File: config.mk
export PLATFORM = sky130hd
export DESIGN_NAME = serial_comparator
export DESIGN_NICKNAME = d
export VERILOG_FILES = /design/src/rtl/serial_comparator_pkg.sv /design/src/rtl/serial_comparator_cmp_bit_cell.sv /design/src/rtl/serial_comparator.sv
export SDC_FILE = /design/constraint.sdc
export NUM_CORES = 1
export LEC_CHECK = 0
export ABC_CLOCK_PERIOD_IN_PS = 2800
export CAP_MARGIN = 20
export CORE_MARGIN = 2
export CORE_UTILIZATION = 35
export CTS_CLUSTER_SIZE = 28
export DETAILED_ROUTE_END_ITERATION = 10
export PLACE_DENSITY = 0.68
export SETUP_SLACK_MARGIN = 0.2
export SLEW_MARGIN = 10
export SYNTH_ARGS = -nofsm -noshare
export SYNTH_HDL_FRONTEND = slang
export SYNTH_SLANG_ARGS = --single-unit
File: constraint.sdc
create_clock -name clk -period 2.8 [get_ports clk]
set_input_delay 0.56 -clock clk [delete_from_list [all_inputs] [get_ports clk]]
set_output_delay 0.56 -clock clk [all_outputs]
set_load 0.03 [all_outputs]
File: src/rtl/serial_comparator_pkg.sv
// Shared definitions for the serial comparator.
//   state_t       : controller states (IDLE waits for start, CMP scans bits)
//   WIDTH_DEFAULT : default operand width
package serial_comparator_pkg;

  localparam int unsigned WIDTH_DEFAULT = 8;

  typedef enum logic [0:0] {
    IDLE = 1'b0,
    CMP  = 1'b1
  } state_t;

endpackage

File: src/rtl/serial_comparator_cmp_bit_cell.sv
// Single bit-pair decision cell for the serial comparator.
// Ports:
//   bit_a, bit_b : the operand bits at the current index
//   msb          : current index is the operand sign position
//   is_signed    : operands are two's complement
//   gt, lt, eq   : one-hot decision for this bit pair
module cmp_bit_cell (
  input  logic bit_a,
  input  logic bit_b,
  input  logic msb,
  input  logic is_signed,
  output logic gt,
  output logic lt,
  output logic eq
);

  logic inv;

  // At the sign bit of signed operands a set bit means negative, so the
  // sense of the decision flips.
  assign inv = msb & is_signed;

  always_comb begin
    eq = (bit_a == bit_b);
    gt = inv ? (~bit_a &  bit_b) : ( bit_a & ~bit_b);
    lt = inv ? ( bit_a & ~bit_b) : (~bit_a &  bit_b);
  end

endmodule

File: src/rtl/serial_comparator.sv
// Bit-serial magnitude comparator, MSB first, with early termination.
// Ports:
//   clk, rst_n  : clock and asynchronous active-low reset
//   start       : request a comparison (accepted only while idle)
//   signed_mode : 1 = two's complement, 0 = unsigned (captured with start)
//   a, b        : operands (captured with start)
//   busy        : comparison in progress
//   done        : one-cycle pulse when g/l/e update
//   g, l, e     : a>b, a<b, a==b for the last completed comparison
module serial_comparator
  import serial_comparator_pkg::*;
#(
  parameter int unsigned WIDTH = WIDTH_DEFAULT
) (
  input  logic             clk,
  input  logic             rst_n,
  input  logic             start,
  input  logic             signed_mode,
  input  logic [WIDTH-1:0] a,
  input  logic [WIDTH-1:0] b,
  output logic             busy,
  output logic             done,
  output logic             g,
  output logic             l,
  output logic             e
);

  localparam int unsigned IW = $clog2(WIDTH);
  localparam logic [IW-1:0] IDX_MSB = IW'(WIDTH - 1);

  state_t           state, next_state;
  logic [IW-1:0]    idx, next_idx;
  logic [WIDTH-1:0] a_r, b_r;
  logic             sgn_r;
  logic             load;
  logic             resolve;
  logic             bit_gt, bit_lt, bit_eq;

  cmp_bit_cell u_cell (
    .bit_a     (a_r[idx]),
    .bit_b     (b_r[idx]),
    .msb       (idx == IDX_MSB),
    .is_signed (sgn_r),
    .gt        (bit_gt),
    .lt        (bit_lt),
    .eq        (bit_eq)
  );

  always_ff @(posedge clk or negedge rst_n) begin
    if (!rst_n) state <= IDLE;
    else        state <= next_state;
  end

  always_comb begin
    next_state = state;
    next_idx   = idx;
    load       = 1'b0;
    resolve    = 1'b0;
    unique case (state)
      IDLE: begin
        if (start) begin
          load       = 1'b1;
          next_idx   = IDX_MSB;
          next_state = CMP;
        end
      end
      CMP: begin
        // A differing pair or the last pair ends the scan.
        if (!bit_eq || idx == '0) begin
          resolve    = 1'b1;
          next_state = IDLE;
        end else begin
          next_idx = idx - IW'(1);
        end
      end
      default: next_state = IDLE;
    endcase
  end

  always_ff @(posedge clk or negedge rst_n) begin
    if (!rst_n) begin
      idx   <= '0;
      a_r   <= '0;
      b_r   <= '0;
      sgn_r <= 1'b0;
      done  <= 1'b0;
      g     <= 1'b0;
      l     <= 1'b0;
      e     <= 1'b0;
    end else begin
      idx  <= next_idx;
      done <= resolve;
      if (load) begin
        a_r   <= a;
        b_r   <= b;
        sgn_r <= signed_mode;
      end
      if (resolve) begin
        g <= bit_gt;
        l <= bit_lt;
        e <= bit_eq;
      end
    end
  end

  assign busy = (state == CMP);

endmodule
# Word-level counts from Yosys, hierarchy flattened
# Index checks and enable logic that the tools add are counted.
dict set report word_totals {
  in_bits 20
  reg_bits 25
  out_inout_bits 5
}
dict set report classes {
  n_mux 15
  reduce_logical 4
  addsub 1
  bitwise_logic 6
  eq_ne 4
  magnitude_cmp 1
}
# operator n
set ops {}
lappend ops {{two-way mux 1 bit} 9}
lappend ops {{binary-select mux 1 bit (select 3 bit)} 2}
lappend ops {{two-way mux 3 bit} 2}
lappend ops {{one-hot mux 3 bit (2 select lines)} 1}
lappend ops {{less-than comparator 3 x 4 -> 1 bit (second input constant)} 1}
lappend ops {{inequality test 2 bit (second input constant)} 2}
lappend ops {{bitwise AND 1 bit} 3}
lappend ops {{== test 3 bit (second input constant)} 1}
lappend ops {{zero test 3 bit} 1}
lappend ops {{NOT 1 bit} 3}
lappend ops {{subtractor 3 x 1 -> 3 bit (second input constant)} 1}
lappend ops {{one-hot mux 1 bit (2 select lines)} 1}
lappend ops {{AND reduction 2 bit} 1}
lappend ops {{== test 1 bit} 1}
lappend ops {{zero test 1 bit} 1}
lappend ops {{logical OR 1 bit} 1}

# Longest topological paths before layout
dict set report depth {
  ltp_word 7
  depth_mapped 8
}

# By module
# A second synthesis with hierarchy kept.
dict set report hier_totals {
  cells_unflattened 83
  area_unflattened_um2 1213.7
}
# mod area_per_inst_um2 cells_each n_inst
set by_module_without_submodules {}
lappend by_module_without_submodules {serial_comparator 1154.9 76 1}
lappend by_module_without_submodules {cmp_bit_cell 58.8 7 1}

# Worst setup path before layout
# OpenSTA, ideal clock, no wires.
dict set report synth_path {
  kind {register to register}
  from {register idx[0]}
  to {register g}
  stages_incl_launch_ff 8
  setup_ps 125
  t_required_ps 2675
  t_arrival_ps 2053
  n_path_buf 1
  path_slack_ps 622
  synth_period_minus_slack_ps 2178
  path_cell_list {dfrtp_1 > buf_6 > mux4_2 > mux2i_4 > inv_2 > ha_1 > a21boi_2 > mux2_2}
}
dict set report synth_via {
  elab_chain_cells 7
}
# element line_no
set synth_rtl {}
lappend synth_rtl {{start, declared} serial_comparator.sv:32} ;# logic [IW-1:0] idx, next_idx;
lappend synth_rtl {{start signal, assigned} serial_comparator.sv:91} ;# idx <= next_idx;
lappend synth_rtl {{binary-select mux 1 bit (select 3 bit) (on tied branches)} {serial_comparator.sv:40, serial_comparator.sv:41}}
lappend synth_rtl {{two-way mux 1 bit (on tied branches)} {serial_comparator.sv:40, serial_comparator.sv:41}}
lappend synth_rtl {{== test 1 bit *} serial_comparator_cmp_bit_cell.sv:24} ;# eq = (bit_a == bit_b);
lappend synth_rtl {{named net bit_eq} serial_comparator.sv:37} ;# logic bit_gt, bit_lt, bit_eq;
lappend synth_rtl {{zero test 1 bit *} serial_comparator.sv:69} ;# if (!bit_eq || idx == '0) begin
lappend synth_rtl {{logical OR 1 bit *} serial_comparator.sv:69}
lappend synth_rtl {{two-way mux 1 bit *} serial_comparator.sv:69}
lappend synth_rtl {{two-way mux 1 bit *} serial_comparator.sv:59} ;# unique case (state)
lappend synth_rtl {{named net resolve} serial_comparator.sv:36} ;# logic resolve;
lappend synth_rtl {{end signal, assigned} serial_comparator.sv:99} ;# g <= bit_gt;
lappend synth_rtl {{end, declared} serial_comparator.sv:23} ;# output logic g,
# The timed path passes the listed nets; every way through them passes the cells marked *. The select of a mux whose other input is x is not followed.
# A chain may end at the register's enable or synchronous reset.

# Final worst setup path
dict set report layout_path {
  from {register idx[0]}
  to {register l}
}
dict set report layout_via {
  elab_chain_cells 7
}
# element line_no
set layout_rtl {}
lappend layout_rtl {{binary-select mux 1 bit (select 3 bit) (on tied branches)} {serial_comparator.sv:40, serial_comparator.sv:41}}
lappend layout_rtl {{two-way mux 1 bit (on tied branches)} {serial_comparator.sv:40, serial_comparator.sv:41}}
lappend layout_rtl {{== test 1 bit *} serial_comparator_cmp_bit_cell.sv:24}
lappend layout_rtl {{named net bit_eq} serial_comparator.sv:37}
lappend layout_rtl {{zero test 1 bit *} serial_comparator.sv:69}
lappend layout_rtl {{logical OR 1 bit *} serial_comparator.sv:69}
lappend layout_rtl {{two-way mux 1 bit *} serial_comparator.sv:69}
lappend layout_rtl {{two-way mux 1 bit *} serial_comparator.sv:59}
lappend layout_rtl {{named net resolve} serial_comparator.sv:36}
lappend layout_rtl {{end signal, assigned} serial_comparator.sv:100} ;# l <= bit_lt;
lappend layout_rtl {{end, declared} serial_comparator.sv:24} ;# output logic l,
# Marked as above.

==> results.sh <==
export IMPL_status="completed"
export IMPL_met3_usage_pct=2.162
export IMPL_antenna_cells=0
export IMPL_grt_use_met2_pct=17.95
export IMPL_ys_types=23
export IMPL_start_util_pct=36.48
export IMPL_grt_pass1_wl_mm=3.353
export IMPL_synthAdderAreaFrac_pct=5.139
export IMPL_yosys_warnings=0
export IMPL_syn_nets=104
export IMPL_use_met1_pct=13.60
export IMPL_clkSinkCount=25
export IMPL_cts_setup_buffers=0
export IMPL_ys_seq_elements=25
export IMPL_ant_nets=0
export IMPL_grt_max_degree=26
export IMPL_synth_top_family_by_area="multiplexers"
export IMPL_finalWirelength_mm=1.945
export IMPL_synth_simple_area_share_pct=4.522
export IMPL_place_hpwl_mm=1.502
export IMPL_cts_resized=0
export IMPL_die_h_um=62.98
export IMPL_synth_xor_area_share_pct=0
export IMPL_setup_violations=0
export IMPL_p_leak_uw=0.0006484
export IMPL_slowest_stage="mux4_2"
export IMPL_clock_root_buffer="clkbuf_4"
export IMPL_io_pins=25
export IMPL_synth_top_area_share_pct=51.39
export IMPL_max_slew_margin_rel_pct=76.26
export IMPL_final_common_cell="dfrtp_1"
export IMPL_power_uw=1737
export IMPL_cp_slowest_stage_delay_ns=0.57
export IMPL_synth_mux_area_share_pct=32.27
export IMPL_layout_drive_gt1_share_pct=35.24
export IMPL_synthesis_area_um2=1217
export IMPL_nets=131
export IMPL_maxCapViolCount=0
export IMPL_antenna_found_initial=0
export IMPL_crit_fanout=7
export IMPL_clock_latency_ns=0.32
export IMPL_cts_buffers=3
export IMPL_synth_area_leader_cell="dfrtp_1"
export IMPL_setup_tns_ns=0
export IMPL_final_hold_viol_count=0
export IMPL_cpLargestDelayFamily="multiplexers"
export IMPL_required_ns=3.02
export IMPL_track_usage_pct=11.08
export IMPL_gp_congestion=0.7606
export IMPL_synthTopCellsByArea="dfrtp_1 51%, mux2_2 18%, mux4_2 7.4%"
export IMPL_overflow=0
export IMPL_cp_start_kind="register"
export IMPL_htree_levels=1
export IMPL_drc_errors=0
export IMPL_area_growth_syn_to_layout_pct=25.59
export IMPL_final_cell_mix="25 x dfrtp_1, 24 x clkdlybuf4s50_1, 20 x mux2_2"
export IMPL_critPathArrivalTime_ns=2.61
export IMPL_drv_slew=0
export IMPL_fin_crit_sh_pct=85.53
export IMPL_dr_pass1_iters=4
export IMPL_wire_per_inst_um=12.88
export IMPL_hold_buffers=0
export IMPL_grt_busiest_layer="met2"
export IMPL_synth_compound_area_share_pct=3.083
export IMPL_dieArea_um2=3966
export IMPL_rsz0062_at_grt="false"
export IMPL_cts_tree="built"
export IMPL_dieWidth_um=62.98
export IMPL_max_freq_ghz=0.4176
export IMPL_yosysSeqAreaShare_pct=51.39
export IMPL_crit_buf_inv=1
export IMPL_p_per_area_nw_per_um2=1136
export IMPL_max_vdd_ir_drop_v=0.0003742
export IMPL_tightest_slew_ns=0.3561
export IMPL_fin_crit_ns=2.395
export IMPL_grt_pass1_vias=709
export IMPL_core_rowCount=21
export IMPL_clk_pin_slew_worst_paths_ns=0.13
export IMPL_critPathCaptureType="register"
export IMPL_syn_inst=79
export IMPL_nFillCells=327
export IMPL_hp_class="reg -> reg"
export IMPL_clockBufferDepth=2
export IMPL_viasPerCell=4.695
export IMPL_fp_coreArea_um2=3337
export IMPL_io_buffers=24
export IMPL_via_count=709
export IMPL_skew_ns=0.003462
export IMPL_path_class="reg -> reg"
export IMPL_syn_area_per_cell_um2=15.41
export IMPL_crit_chain="mux4_2, mux2i_4, inv_2, ha_1, a21boi_2, mux2_2"
export IMPL_drtIter0Drc=9
==> final cells by class <==
type / count / area, um^2 / area share (%)
clock inverters: 1 / 5.005 / 0.3273
flip-flops and latches: 25 / 625.6 / 40.92
repair buffers: 26 / 255.2 / 16.69
clock buffers: 3 / 22.52 / 1.473
well taps: 46 / 57.56 / 3.764
inverters: 4 / 15.01 / 0.9820
multi-input cells: 46 / 548.0 / 35.84
==> metal layers <==
| layer | up-vias | share of wire, % |
|---|---|---|
| met2 | 17 | 49 |
| met1 | 350 | 43 |
| met4 | 0 | 2.2 |
| met3 | 4 | 5.2 |
| li1 | 338 | - |
| met5 | - | 0 |
==> worst paths after layout <==
| kind | start | end | slack, ns | depth (start not counted) |
|---|---|---|---|---|
| min | g | g | 0.52 | 1 |
| max in group asynchronous | rst_n | a_r[5] | 1.97 | 2 |
| min in group asynchronous | rst_n | done | 0.59 | 2 |
| max reg2reg | idx[0] | l | 0.41 | 6 |
| max | idx[0] | l | 0.41 | 6 |
| min reg2reg | g | g | 0.52 | 1 |
==> per-stage QoR <==
stage,std cells,cell area [um^2],hold slack [ns],util (%),setup WS [ns]
after global placement,147,1501,0.4811,44.99,0.4668
final,151,1529,0.5209,45.82,0.4053
after floorplan,79,1217,0.2644,-,0.6221
after global routing,151,1529,0.5382,45.82,0.2063
after detailed placement,147,1501,0.4952,44.99,0.3798
after CTS,151,1529,0.5256,45.82,0.3738
==> cells by family (layout without fill, tap and decap cells) <==
kind of cell,after synthesis,count (layout)
mux,29,29
fa+ha+maj,5,5
buf+inv,8,34
simple gates,8,8
compound gates,4,4
flops,25,25
==> where the power goes <==
part           total [uW]  switching [uW]  internal, uW
Sequential            672             133           539
Clock                 158             104          53.5
Combinational         907             387           520
Total                1740             624          1110
==> state kept, by name (all words and copies together) (netlist names) <==
| name | cells |
|---|---|
| busy | 1 |
| sgn_r | 1 |
| idx | 3 |
| done | 1 |
| e | 1 |
| l | 1 |
| a_r | 8 |
| b_r | 8 |
| g | 1 |
==> synthesized netlist by cell type, drive strengths merged <==
cell    count
a211o       1
nor2        1
nand3       3
mux2i       3
nor2b       1
a21boi      1
mux4        4
mux2       22
dfrtp      25
o21a        1
ha          5
a311o       1
buf         4
nor3        1
nand2b      2
inv         4
No activity file was read; power rests on OpenSTA's default activity.
